**config.mk**
```make
export PLATFORM = sky130hd
export DESIGN_NAME = branch_predictor_bht
export DESIGN_NICKNAME = d
export VERILOG_FILES = /design/src/rtl/branch_predictor_bht.sv
export SDC_FILE = /design/constraint.sdc
export NUM_CORES = 1
export LEC_CHECK = 0
export CAP_MARGIN = 10
export CORE_MARGIN = 2
export CORE_UTILIZATION = 48
export DETAILED_ROUTE_END_ITERATION = 8
export GPL_TIMING_DRIVEN = 0
export PLACE_DENSITY = 0.67
export SYNTH_ARGS = -nofsm -noshare
export SYNTH_HDL_FRONTEND = slang
export SYNTH_SLANG_ARGS = --single-unit
```
**constraint.sdc**
```tcl
create_clock -name CLK -period 5.79 [get_ports CLK]
set_input_delay 0.579 -clock CLK [delete_from_list [all_inputs] [get_ports CLK]]
set_output_delay 0.579 -clock CLK [all_outputs]
set_load 0.005 [all_outputs]
```
**src/rtl/branch_predictor_bht.sv**
```systemverilog
// Branch history/target table: direct-mapped, tagged, saturating counters.
// Ports: CLK/RST; fetch lookup PCF -> pred_taken/pred_target;
//        decode update upd_* -> mispredict/redirect_pc; stat_* counters.
module branch_predictor_bht #(
    parameter int PC_W   = 32,
    parameter int IDX_W  = 4,
    parameter int TAG_W  = 8,
    parameter int CNT_W  = 2,
    parameter int STAT_W = 16
) (
    input  logic              CLK,
    input  logic              RST,
    input  logic [PC_W-1:0]   PCF,
    output logic              pred_taken,
    output logic [PC_W-1:0]   pred_target,
    input  logic              upd_valid,
    input  logic [PC_W-1:0]   upd_pc,
    input  logic [PC_W-1:0]   upd_pcp1,
    input  logic              upd_taken,
    input  logic [PC_W-1:0]   upd_target,
    input  logic              upd_pred,
    input  logic [PC_W-1:0]   upd_pred_target,
    output logic              mispredict,
    output logic [PC_W-1:0]   redirect_pc,
    output logic [STAT_W-1:0] stat_branches,
    output logic [STAT_W-1:0] stat_miss
);

    localparam int ENTRIES = 1 << IDX_W;
    localparam logic [CNT_W-1:0] CNT_ONE = CNT_W'(1);
    localparam logic [CNT_W-1:0] CNT_WT  = {1'b1, {(CNT_W-1){1'b0}}};
    localparam logic [CNT_W-1:0] CNT_WNT = {1'b0, {(CNT_W-1){1'b1}}};
    localparam logic [STAT_W-1:0] STAT_ONE = STAT_W'(1);

    logic [ENTRIES-1:0] r_valid;
    logic [TAG_W-1:0]   r_tag [ENTRIES];
    logic [CNT_W-1:0]   r_cnt [ENTRIES];
    logic [PC_W-1:0]    r_tgt [ENTRIES];
    logic [STAT_W-1:0]  r_br;
    logic [STAT_W-1:0]  r_miss;

    logic [IDX_W-1:0] w_f_idx;
    logic [TAG_W-1:0] w_f_tag;
    logic             w_f_hit;
    logic [IDX_W-1:0] w_u_idx;
    logic [TAG_W-1:0] w_u_tag;
    logic             w_u_hit;
    logic             w_unused;

    // Fetch lookup reads the table as it stands; no bypass from the update.
    assign w_f_idx = PCF[IDX_W-1:0];
    assign w_f_tag = PCF[IDX_W+TAG_W-1:IDX_W];
    assign w_f_hit = r_valid[w_f_idx] && (r_tag[w_f_idx] == w_f_tag);

    assign pred_taken  = w_f_hit && r_cnt[w_f_idx][CNT_W-1];
    assign pred_target = pred_taken ? r_tgt[w_f_idx] : PCF + PC_W'(1);

    assign w_u_idx = upd_pc[IDX_W-1:0];
    assign w_u_tag = upd_pc[IDX_W+TAG_W-1:IDX_W];
    assign w_u_hit = r_valid[w_u_idx] && (r_tag[w_u_idx] == w_u_tag);

    // Wrong direction, or right direction but the wrong target.
    assign mispredict = upd_valid &&
                        ((upd_pred != upd_taken) ||
                         (upd_taken && (upd_pred_target != upd_target)));
    assign redirect_pc = upd_taken ? upd_target : upd_pcp1;

    assign stat_branches = r_br;
    assign stat_miss     = r_miss;

    // Upper PC bits beyond tag+index take no part in the update path.
    assign w_unused = &{1'b0, upd_pc};

    always_ff @(posedge CLK or negedge RST) begin
        if (!RST) begin
            r_valid <= '0;
            for (int i = 0; i < ENTRIES; i++) begin
                r_tag[i] <= '0;
                r_cnt[i] <= CNT_WNT;
                r_tgt[i] <= '0;
            end
            r_br   <= '0;
            r_miss <= '0;
        end else if (upd_valid) begin
            if (r_br != '1)
                r_br <= r_br + STAT_ONE;
            if (mispredict && (r_miss != '1))
                r_miss <= r_miss + STAT_ONE;
            if (w_u_hit) begin
                if (upd_taken) begin
                    if (r_cnt[w_u_idx] != '1)
                        r_cnt[w_u_idx] <= r_cnt[w_u_idx] + CNT_ONE;
                    r_tgt[w_u_idx] <= upd_target;
                end else if (r_cnt[w_u_idx] != '0) begin
                    r_cnt[w_u_idx] <= r_cnt[w_u_idx] - CNT_ONE;
                end
            end else if (upd_taken) begin
                // Allocate weakly taken; a not-taken miss leaves the entry alone.
                r_valid[w_u_idx] <= 1'b1;
                r_tag[w_u_idx]   <= w_u_tag;
                r_cnt[w_u_idx]   <= CNT_WT;
                r_tgt[w_u_idx]   <= upd_target;
            end
        end
    end

endmodule

```
; Word level (Yosys, flattened, before mapping)
; Cells that the tools add are included.
[classes]
muxes = 38
addsub = 5
n_eq_ne = 8
reduce_logical = 17
div_mod_pow = 0
n_shift = 0
n_lt_le_gt_ge = 6
mul = 0
bitwise = 7
[op_table]
columns = op, count
row1 = 512-bit bitwise mux, 1
row2 = 32-bit two-way mux, 10
row3 = 32-bit binary-select mux with 4-bit select, 1
row4 = 128-bit bitwise mux, 1
row5 = 32-bit demux with 4-bit select, 1
row6 = 8-bit binary-select mux with 4-bit select, 2
row7 = 32-bit bitwise mux, 2
row8 = 8-bit two-way mux, 5
row9 = "16-bit by 1-bit adder with 16-bit output, second input constant", 2
row10 = "32-bit by 1-bit adder with 32-bit output, second input constant", 1
row11 = 8-bit demux with 4-bit select, 1
row12 = "16-bit != test, second input constant", 2
row13 = 32-bit != test, 1
row14 = 16-bit bitwise OR, 2
row15 = 16-bit bitwise AND, 1
row16 = 2-bit binary-select mux with 4-bit select, 2
row17 = 8-bit equality test, 2
row18 = 16-bit NOT, 1
row19 = "5-bit greater-or-equal comparator, second input constant", 2
row20 = "4-bit by 5-bit < comparator with 1-bit output, second input constant", 2
row21 = 2-bit two-way mux, 5
row22 = 4-bit NOT with 5-bit output, 2
row23 = 1-bit binary-select mux with 4-bit select, 2
row24 = 2-bit demux with 4-bit select, 1
row25 = other kinds (16), 29
[totals]
ramBits = 0
reg_bits = 720
latchBits = 0
mem_count = 0
in_bits = 165
romBits = 0

; Logic depth before layout (Yosys ltp)
; Gate-level depths: netlist of run 1.
[logic_depth]
depth_word = 9
mapped_depth = 15

; Worst setup path before layout of run 1
; No wires, ideal clock.
[synth_path]
kind = input-to-output
start = in PCF[2]
end = out pred_target[30]
setup_slack_ns = 2.088
path_stages = 9
required_ns = 5.211
arrival_time_ns = 3.123
path_cell_list = buf_2 -> buf_1 -> clkbuf_1 -> mux4_2 -> o31ai_1 -> or4b_1 -> clkbuf_1 -> buf_2 -> a21oi_1
[synth_via]
elab_chain_len = 8
elab_cells_between_ends = 17
cone_classes = add/sub: 1 / eq/ne: 1 / mux: 12 / bitwise: 1 / reduce/logical: 2
[synth_lines]
columns = element, line_no
row1 = "start, declared", 13  ; input logic [PC_W-1:0] PCF,
row2 = 4-bit NOT with 5-bit output (implied by the code), "53, 55, 56"
row3 = 8-bit binary-select mux with 4-bit select, 53  ; assign w_f_hit = r_valid[w_f_idx] && (r_tag[w_f_idx] == w_f_tag);
row4 = 8-bit two-way mux (implied by the code) (2 in a row), 53
row5 = 8-bit equality test, 53
row6 = 1-bit logical AND, 53
row7 = 1-bit logical AND, 55  ; assign pred_taken = w_f_hit && r_cnt[w_f_idx][CNT_W-1];
row8 = 32-bit two-way mux *, 56  ; assign pred_target = pred_taken ? r_tgt[w_f_idx] : PCF + PC_W'(1);
row9 = "end, declared", 15  ; output logic [PC_W-1:0] pred_target,
; Every way passes the cells marked *; elsewhere a longest branch is shown, timed or not. The select of a mux whose other input is x is not followed.

; Worst setup path after layout of run 1
[layout_path]
start = in PCF[1]
end = out pred_target[2]
; The elaborated chain is that of the path after synthesis.

==> qor.yml, run 1 <==
globalRoute.busiestLayer: "met2"
netlist_top_cells_count: "dfrtp_1, nand2_1, mux2_2, mux4_2, clkbuf_1"
crit_path_max_incr_delay_ns: 0.67
synth_area_leader_cell: "dfrtp_1"
cp_cell_sequence: "clkdlybuf4s50_1 > buf_2 > buf_2 > buf_4 > a31oi_1 > mux4_2 > o31ai_2 > or4b_4 > buf_2 > a21oi_1 > clkdlybuf4s50_1"
fill_cells: 5973
critPathMaxFanout: 10
dpl.cell_count: 3949
io_buffers: 202
layout_setup_ws_ns: -0.0705
r2r_start: "r_tag[3]"
yosys_most_used_dff: "dfrtp_1"
met2_usage_pct: 45.0
holdBufCountCts: 0
hold_violations: 0
yosys_warnings: 0
gr-total-overflow: 0
dieHeight_um: 278
yosysUniqueCellTypes: 60
ios: 263
setup_viol: 3
postCtsSetupBuffers: 0
timing.hold.ws_ns: 0.0265
grt_use_total_pct: 28.9
cp.arrival_ns: 5.28
drt_iter0_drc: 2460
grt_max_degree: 133
relSlewSlack_pct: 9.96
finalCriticalPeriod_ns: 5.86
core_sq_mm: 0.0743
syn-num-nets: 2939
final_nets: 3233
drive_gt1_share_pct: 31.2
grt_util_met3_pct: 5.54
r2r_slack_ns: 2.31
fmaxAchievable_ghz: 0.171
peakVddDrop_mv: 0.208
crit_family: "buffers and inverters"
cp_data_required_time_ns: 5.21
violations: "negative setup slack"
hp-class: "in -> async"
wl_um: 111000
slew_viol_final: 0
syn_inst: 2769
fp.dieW_um: 278
path_common_cell: "buf_2"
tightest_slew_ns: 1.34
clock-sinks: 720
fin_skew_ns: 0.0152
firstDrtPassIters: 6
place_congestion: 0.907
synth_edf_count: 0
htreeDepth: 3
p_leak_nw: 18.7
crit_start: "PCF[1]"
route.detailed.drc: 0
period_share_pct: 101
initial_utilization_pct: 48.4
cap_viol_max_count: 0
yosys.area.top_type_share_pct: 48.9
ys_top_cells_by_area: "dfrtp_1, mux4_2, mux2_2, nand2_1, clkbuf_1"
cts-root-buf: "clkbuf_16"
hpwl_um: 77500
synth_area_per_cell_sq_um: 13.0
syn2layout_area_growth_pct: 17.5
syn_area_sq_mm: 0.0360
antenna_left: 0
synth.most_common_cell: "dfrtp_1"
antenna_found_initial: 2
finalNonFillerCells: 4098
final_core_util_pct: 56.9
cellPowerDensity_mw_per_mm2: 347
slowest_stage: "or4b_4"
viasPerCell: 6.08
rows: 100
timing.critical_path.from_type: "primary input"
cts_max_path_buffers: 3
cts_tree: "yes"
rsz0062_at_grt: "yes"
ys_ff_latch: 720
clkLatencyLatePin_ns: 0.66
wl_per_cell_um: 27.1
crit_type: "in -> out"
pre_cts_ws_ns: -0.976
cts_made_buffers: 80
synthArstFlopShare_pct: 100
seq_area_frac_synth_pct: 50.1
grt_pass1_vias: 26000
clk_pin_slew_ns: 0.06
critPathBufInv: 6
num_vias: 24900
grt_pass1_wl_um: 166000
endpoint_kind: "output port"
dieArea_sq_mm: 0.0772
use_met1_pct: 40.0
status: "finished, violations left"
## cells by family after synthesis
kind of cell	share of synthesized area (%)
buf+inv	3.13
compound gates	2.14
fa+ha+maj	0.174
simple gates	9.15
flops	50.1
xor+xnor	2.72
mux	32.6
## cell type report
type | instances | area [sq um] | area share (%)
Antenna cell | 1 | 2.50 | 0.00592
Buffer | 237 | 1060 | 2.50
Clock buffer | 120 | 2380 | 5.63
Clock inverter | 27 | 433 | 1.02
Inverter | 26 | 97.6 | 0.231
Multi-Input combinational cell | 1785 | 16900 | 39.9
Sequential cell | 720 | 18000 | 42.6
Tap cell | 969 | 1210 | 2.87
Timing Repair Buffer | 213 | 2210 | 5.24
## cells in the final DEF, fill, tap and decap left out, types with 14 or more instances in the layout
cell | Yosys | layout
dfrtp_1 | 704 | 704
nand2_1 | 528 | 528
mux2_2 | 454 | 454
mux4_2 | 239 | 239
clkdlybuf4s50_1 | 0 | 201
clkbuf_1 | 163 | 175
clkbuf_16 | 0 | 80
nor2_1 | 81 | 78
xor2_1 | 64 | 64
mux2_1 | 54 | 54
xnor2_1 | 46 | 46
buf_2 | 48 | 41
nand3_1 | 35 | 35
a21oi_1 | 31 | 30
inv_1 | 26 | 26
mux2i_1 | 26 | 26
mux2_4 | 24 | 24
clkbuf_8 | 0 | 23
nand4_1 | 20 | 20
nor2b_1 | 19 | 19
nor3_1 | 17 | 17
dfstp_2 | 16 | 16
buf_1 | 16 | 15
a221oi_1 | 14 | 14
## report_power, final
part	leakage (nW)	total (W)	switching (W)	internal, W
sequential	9.14	0.00660	0.000605	0.00599
clock	1.38	0.00536	0.00220	0.00316
combinational	8.17	0.00272	0.00115	0.00157
## state kept, by name, indices dropped and copies added (netlist names)
name and cells:
stat_branches 16, stat_miss 16, r_valid 16, r_tag 128, r_cnt 32, r_tgt 512
## metrics by stage
step	power (W)	instance area [sq um]	TNS, ns
6_report	0.0147	42300	-0.0980
5_1_grt	0.0153	42300	-0.00589
3_3_place_gp	0.00921	39200	-
2_1_floorplan	0.00830	36000	0
4_1_cts	0.0147	42300	0
3_5_place_dp	0.00936	39400	-19.88
## worst register-to-register path: stages (launching register included)
cell	delay [ns]
dfrtp_1	0.40
mux4_2	0.51
and3_1	0.22
a2111oi_2	0.29
nand3_1	0.18
nand4_2	0.16
a21oi_4	0.09
nor3_2	1.08
mux2_2	0.43
## worst paths after layout
check	end	cells past startpoint
worst min register to register	r_tgt[446]	2
min in group CLK	r_tgt[145]	2
worst max register to register	r_tag[93]	8
worst max-delay path	pred_target[2]	11
max in group asynchronous	r_tgt[205]	4
worst min-delay path	r_tag[124]	1
## metal layers
layer	wire [um]	vias to the layer above
met5	23	-
met4	4800	4
met3	8160	267
met2	51600	1077
met1	46400	13100
li1	-	10400
## repair_timing
action	in CTS	in global routing
cloned	0	0
resized for setup	14	10
setup endpoints to repair	32	6
pin swaps	0	0
No activity file was read; power rests on OpenSTA's default activity.
==> inputs of run 2 (changes only) <==
- RECOVER_POWER: not set -> 25
- REMOVE_ABC_BUFFERS: not set -> 1
==> run 2 against run 1 <==
The run ends with max-capacitance violations, max-slew violations left. Clock power fell by 6.0%. Core utilization grew 0.20 points. Cell count down 3.4%. Clock skew decreased by 0.0041 ns. Combinational power fell by 3%. Largest cell class unchanged. Largest power group unchanged.
==> qor.yml, run 2 (synthesis gave the netlist of run 1 again) <==
status: "finished, violations left"
violations: "max-capacitance violations, max-slew violations"
fmaxAchievable_ghz: 0.185  # +8.6%
peakVddDrop_mv: 0.236  # +13%
critPathMaxFanout: 62  # +52
grt_max_degree: 131  # -1.5%
dieHeight_um: 278  # unchanged
wl_per_cell_um: 25.8  # -4.8%
crit_type: "in -> out"
internal_power_w: 0.0105  # -2.0%
hp-class: "reg -> reg"
clk_pin_slew_ns: 0.05  # about the same
core_sq_mm: 0.0743  # unchanged
final_nets: 3097  # -4.2%
regMostFlops: "r_tgt"
setup_viol: 0  # -3
wl_met3_um: 6680  # -18%
num_vias: 24000  # -3.7%
grt_pass1_wl_um: 157000  # -5.3%
cts_made_buffers: 77  # -3.8%
drt_iter0_drc: 1956  # -20%
place_congestion: 0.896  # -1.3%
wl_um: 102000  # -8.0%
clock_power_share_pct: 35.3  # -1.2 points
cap_viol_max_count: 2  # +2
hold_violations: 0  # unchanged
ios: 263  # unchanged
cp.arrival_ns: 4.82  # -0.46 ns
largest_register_ffs: 512  # unchanged
fp.dieW_um: 278  # unchanged
rsz0062_at_grt: "no"
antenna_left: 0  # unchanged
endpoint_kind: "output port"
syn2layout_area_growth_pct: 17.9
dieArea_sq_mm: 0.0772  # unchanged
fin_setup_tns_ns: 0  # +0.0980 ns
htreeDepth: 3  # unchanged
cts_max_path_buffers: 3  # unchanged
finalCriticalPeriod_ns: 5.40  # -0.464 ns
mostFrequentLayoutCells: "dfrtp_1, nand2_1, mux2_2"
grt_use_total_pct: 26.8  # -2.0 points
timing.hold.ws_ns: 0.475  # +0.449 ns
antenna_found_initial: 2  # unchanged
route.detailed.drc: 0  # unchanged
period_share_pct: 93.2  # -8.0 points
clkLatencyLatePin_ns: 0.62  # -0.04 ns
wirelength_met1_um: 43500  # -6.2%
cts_tree: "yes"
p_comb_share_pct: 18.5  # about the same
power.net_switching_w: 0.00376  # -4.9%
grt_pass1_vias: 25600  # -1.2%
top_regs: "r_tgt x512, r_tag x128, r_cnt x32"
p_leak_nw: 18.7  # +0.20%
swShare_pct: 26.4  # -0.57 points
cellPowerDensity_mw_per_mm2: 336  # -3.1%
clock-sinks: 720  # unchanged
gr-total-overflow: 0  # unchanged
fin_skew_ns: 0.0110  # -0.00415 ns
viasPerCell: 6.06  # -0.27%
firstDrtPassIters: 5  # -1
relSlewSlack_pct: -108  # -120 points
timing.critical_path.from_type: "primary input"
io_buffers: 242  # +20%
wl_met2_um: 48400  # -6.2%
dr.max_layer_used: "met5"
cts-root-buf: "clkbuf_16"
final_common_cell: "dfrtp_1"
slew_viol_final: 246  # +246
p_seq_share_pct: 46.1  # +1.1 points
initial_utilization_pct: 48.4  # unchanged
postCtsSetupBuffers: 0  # unchanged
rows: 100  # unchanged
cp_data_required_time_ns: 5.21  # about the same
tightest_slew_ns: 3.12  # +1.78 ns
drive_gt1_share_pct: 33.3  # +2.0 points
hpwl_um: 67700  # -13%
-- run 2: cell types whose count changed in the layout (fill, tap and decap cells not counted), moves of 8 or more --
| cell | previous run | this run |
|---|---|---|
| buf_2 | 41 | 4 |
| buf_1 | 15 | 0 |
| clkbuf_8 | 23 | 12 |
| nor3_1 | 17 | 9 |
| clkbuf_1 | 175 | 19 |
| buf_6 | 9 | 36 |
| clkdlybuf4s50_1 | 201 | 232 |
| buf_12 | 0 | 15 |
-- run 2: routing by layer --
metal	vias to the layer above	GRT usage (%)
met2	918	42.5
met3	227	5.22
met1	12700	37.0
met5	-	0
li1	10200	-
met4	2	9.63
-- run 2: final timing paths --
path	slack (ns)	start	depth (start not counted)	end
setup / recovery	0.39	PCF[0]	8	pred_target[11]
hold / removal	0.48	r_tgt[420]	2	r_tgt[420]
min in group asynchronous	0.61	RST	2	stat_miss[10]
setup reg to reg	2.01	r_tag[112]	8	r_cnt[26]
hold reg to reg	0.48	r_tgt[420]	2	r_tgt[420]
max in group asynchronous	1.08	RST	4	r_tgt[313]
-- run 2: critical path: stages --
cell	delay, ns
buf_8	0.46
mux4_2	0.62
mux4_2	0.51
xnor2_1	0.20
nand4_1	0.15
or4b_4	0.91
a21oi_1	0.61
clkdlybuf4s50_1	0.61
-- run 2: repair_timing --
action | CTS | global route
resized for setup | 0 | 0
endpoints found under the setup margin | 0 | 0
endpoints found under the hold margin | 14 | 0
hold buffers | 1 | 0
-- run 2: power by group through the flow --
stage | logic, W | clock network (W) | registers, W
global route | 0.00286 | 0.00533 | 0.00669
floorplan | 0.00172 | 0 | 0.00644
CTS | 0.00268 | 0.00513 | 0.00657
detailed placement | 0.00266 | 0 | 0.00665
finish | 0.00264 | 0.00504 | 0.00658
global placement | 0.00265 | 0 | 0.00660
-- run 2: cell type report --
type | count | area (sq um)
Sequential cell | 720 | 18000
Clock inverter | 33 | 403
Tap cell | 969 | 1210
Antenna cell | 1 | 2.50
Timing Repair Buffer | 317 | 3530
Multi-Input combinational cell | 1785 | 17000
Clock buffer | 108 | 2180
Fill cell | 5823 | 31900
Inverter | 26 | 97.6
-- run 2: metrics by stage --
step,setup WS (ns),util [%],total power (W),instances,cell area [sq um]
after floorplan,1.41,-,0.00816,2531,35000
after global placement,-26.08,51.9,0.00925,3742,38600
after detailed placement,0.459,53.7,0.00931,3814,39900
after CTS,0.441,57.2,0.0144,3956,42500
after global routing,0.245,57.1,0.0149,3958,42400
final,0.393,57.1,0.0143,3959,42400
==> inputs of run 3 (changes only) <==
- SETUP_SLACK_MARGIN: not set -> 0.4
==> run 3 against run 2 <==
The run still ends with max-capacitance violations, max-slew violations left. Setup slack improved by 0.19 ns. Sequential power about the same. First-iteration DRC count increased by 5.3%. Largest power group unchanged.
==> qor.yml, run 3 (synthesis gave the netlist of run 1 again) <==
ios: 263  # unchanged
drive_gt1_share_pct: 33.3  # +0.067 points
final_core_util_pct: 57.2  # +0.057 points
wl_um: 102000  # +0.21%
period_share_pct: 89.9  # -3.3 points
htreeDepth: 3  # unchanged
cp.arrival_ns: 4.63  # -0.19 ns
violations: "max-capacitance violations, max-slew violations"
route.detailed.drc: 0  # unchanged
grt_pass1_wl_um: 157000  # unchanged
setup_viol: 0  # unchanged
critPathMaxFanout: 18  # -71%
tightest_slew_ns: 3.22  # +0.0937 ns
crit_type: "in -> out"
cp_data_required_time_ns: 5.21  # about the same
clkLatencyLatePin_ns: 0.62  # about the same
regMostFlops: "r_tgt"
cts_max_path_buffers: 3  # unchanged
antenna_left: 0  # unchanged
grt_pass1_vias: 25600  # unchanged
hp-class: "reg -> reg"
fp.dieW_um: 278  # unchanged
finalCriticalPeriod_ns: 5.20  # -0.192 ns
top_regs: "r_tgt x512, r_tag x128, r_cnt x32"
gr-total-overflow: 0  # unchanged
grt_max_degree: 131  # unchanged
syn2layout_area_growth_pct: 18.0
pre_cts_ws_ns: 0.459  # unchanged
firstDrtPassIters: 5  # unchanged
mostFrequentLayoutCells: "dfrtp_1, nand2_1, mux2_2"
cellPowerDensity_mw_per_mm2: 336  # about the same
rsz0062_at_grt: "no"
num_vias: 24100  # +0.47%
wl_per_cell_um: 25.8  # +0.23%
relSlewSlack_pct: -114  # -6.2 points
cts_tree: "yes"
cap_viol_max_count: 2  # unchanged
finalPower_w: 0.0143  # about the same
postCtsSetupBuffers: 0  # unchanged
p_leak_nw: 18.7  # about the same
rows: 100  # unchanged
hpwl_um: 67700  # unchanged
drt_iter0_drc: 2060  # +5.3%
timing.critical_path.from_type: "primary input"
crit_family: "simple AND/OR/NAND/NOR gates"
grt_use_total_pct: 26.8  # unchanged
critPathBufInv: 2  # unchanged
layout_setup_ws_ns: 0.585  # +0.192 ns
place_congestion: 0.896  # unchanged
slowest_stage: "nor4_1"
largest_register_ffs: 512  # unchanged
clock-sinks: 720  # unchanged
viasPerCell: 6.09  # +0.50%
antenna_found_initial: 1  # -1
dieArea_sq_mm: 0.0772  # unchanged
slew_viol_final: 244  # -0.81%
cts-root-buf: "clkbuf_16"
fin_skew_ns: 0.0153  # +0.00434 ns
fin_setup_tns_ns: 0  # unchanged
status: "finished, violations left"
dieHeight_um: 278  # unchanged
final_common_cell: "dfrtp_1"
cp_cell_sequence: "clkdlybuf4s50_1 > xor2_1 > nor4_1 > nand4_1 > nor4_1 > nor2_1 > clkdlybuf4s50_1"
fmaxAchievable_ghz: 0.192  # +3.7%
antenna_cells: 0  # -1
clk_pin_slew_ns: 0.05  # about the same
final_nets: 3097  # unchanged
io_buffers: 242  # unchanged
core_sq_mm: 0.0743  # unchanged
initial_utilization_pct: 48.4  # unchanged
hold_violations: 0  # unchanged
peakVddDrop_mv: 0.235  # -0.30%
crit_path_max_incr_delay_ns: 0.91  # about the same
cts_made_buffers: 77  # unchanged
endpoint_kind: "output port"
## run 3: worst register-to-register path, stage by stage (launching register included)
cell and delay, ns:
dfrtp_1 0.42, mux4_2 0.47, mux2i_1 0.20, xor2_1 0.29, nand2_1 0.09, or4_4 0.51, a211oi_4 0.98, a22oi_1 0.33
mux2_1 0.41
## run 3: area by class of cell
type,count,area [sq um]
Sequential cell,720,18000
Multi-Input combinational cell,1785,17000
Tap cell,969,1210
Clock inverter,33,403
Clock buffer,108,2180
Inverter,26,97.6
Fill cell,5816,31800
Timing Repair Buffer,317,3570
## run 3: path summary, 6_finish.rpt
path / from / endpoint / slack, ns / cells past startpoint
worst min register to register: r_tgt[420] / r_tgt[420] / 0.47 / 2
worst max register to register: r_tag[112] / r_cnt[26] / 2.01 / 8
worst max-delay path: upd_target[0] / mispredict / 0.59 / 7
worst min-delay path: r_tgt[420] / r_tgt[420] / 0.47 / 2
max in group asynchronous: RST / r_tag[4] / 1.04 / 4
min in group asynchronous: RST / stat_miss[10] / 0.61 / 2
## run 3: power breakdown
part	internal (W)	leakage, nW	total [W]	switching [W]
Clock	0.00294	1.26	0.00504	0.00210
Combinational	0.00158	8.34	0.00265	0.00107
Sequential	0.00599	9.14	0.00658	0.000590
## run 3: what timing repair did
item	4_1_cts	5_1_grt
resized for setup	0	3
hold endpoints to repair	14	0
endpoints found under the setup margin	0	4
hold buffers	1	0
## run 3: metrics by stage
stage,cells,hold slack [ns],instance area (sq um)
after detailed placement,3814,0.415,39900
after global placement,3742,0.453,38600
after global routing,3958,0.490,42500
final,3958,0.473,42500
after CTS,3956,0.365,42500
after floorplan,2531,0.283,35000
## run 3: metal layers
layer / up-vias / global-route usage [%] / share of wire, % / routed length [um]
li1: 10200 / - / - / -
met5: - / 0 / 0.013 / 13
met4: 2 / 9.63 / 3.5 / 3630
met3: 250 / 5.22 / 6.9 / 7080
met2: 1000 / 42.5 / 47 / 48300
met1: 12700 / 37.0 / 42 / 43300
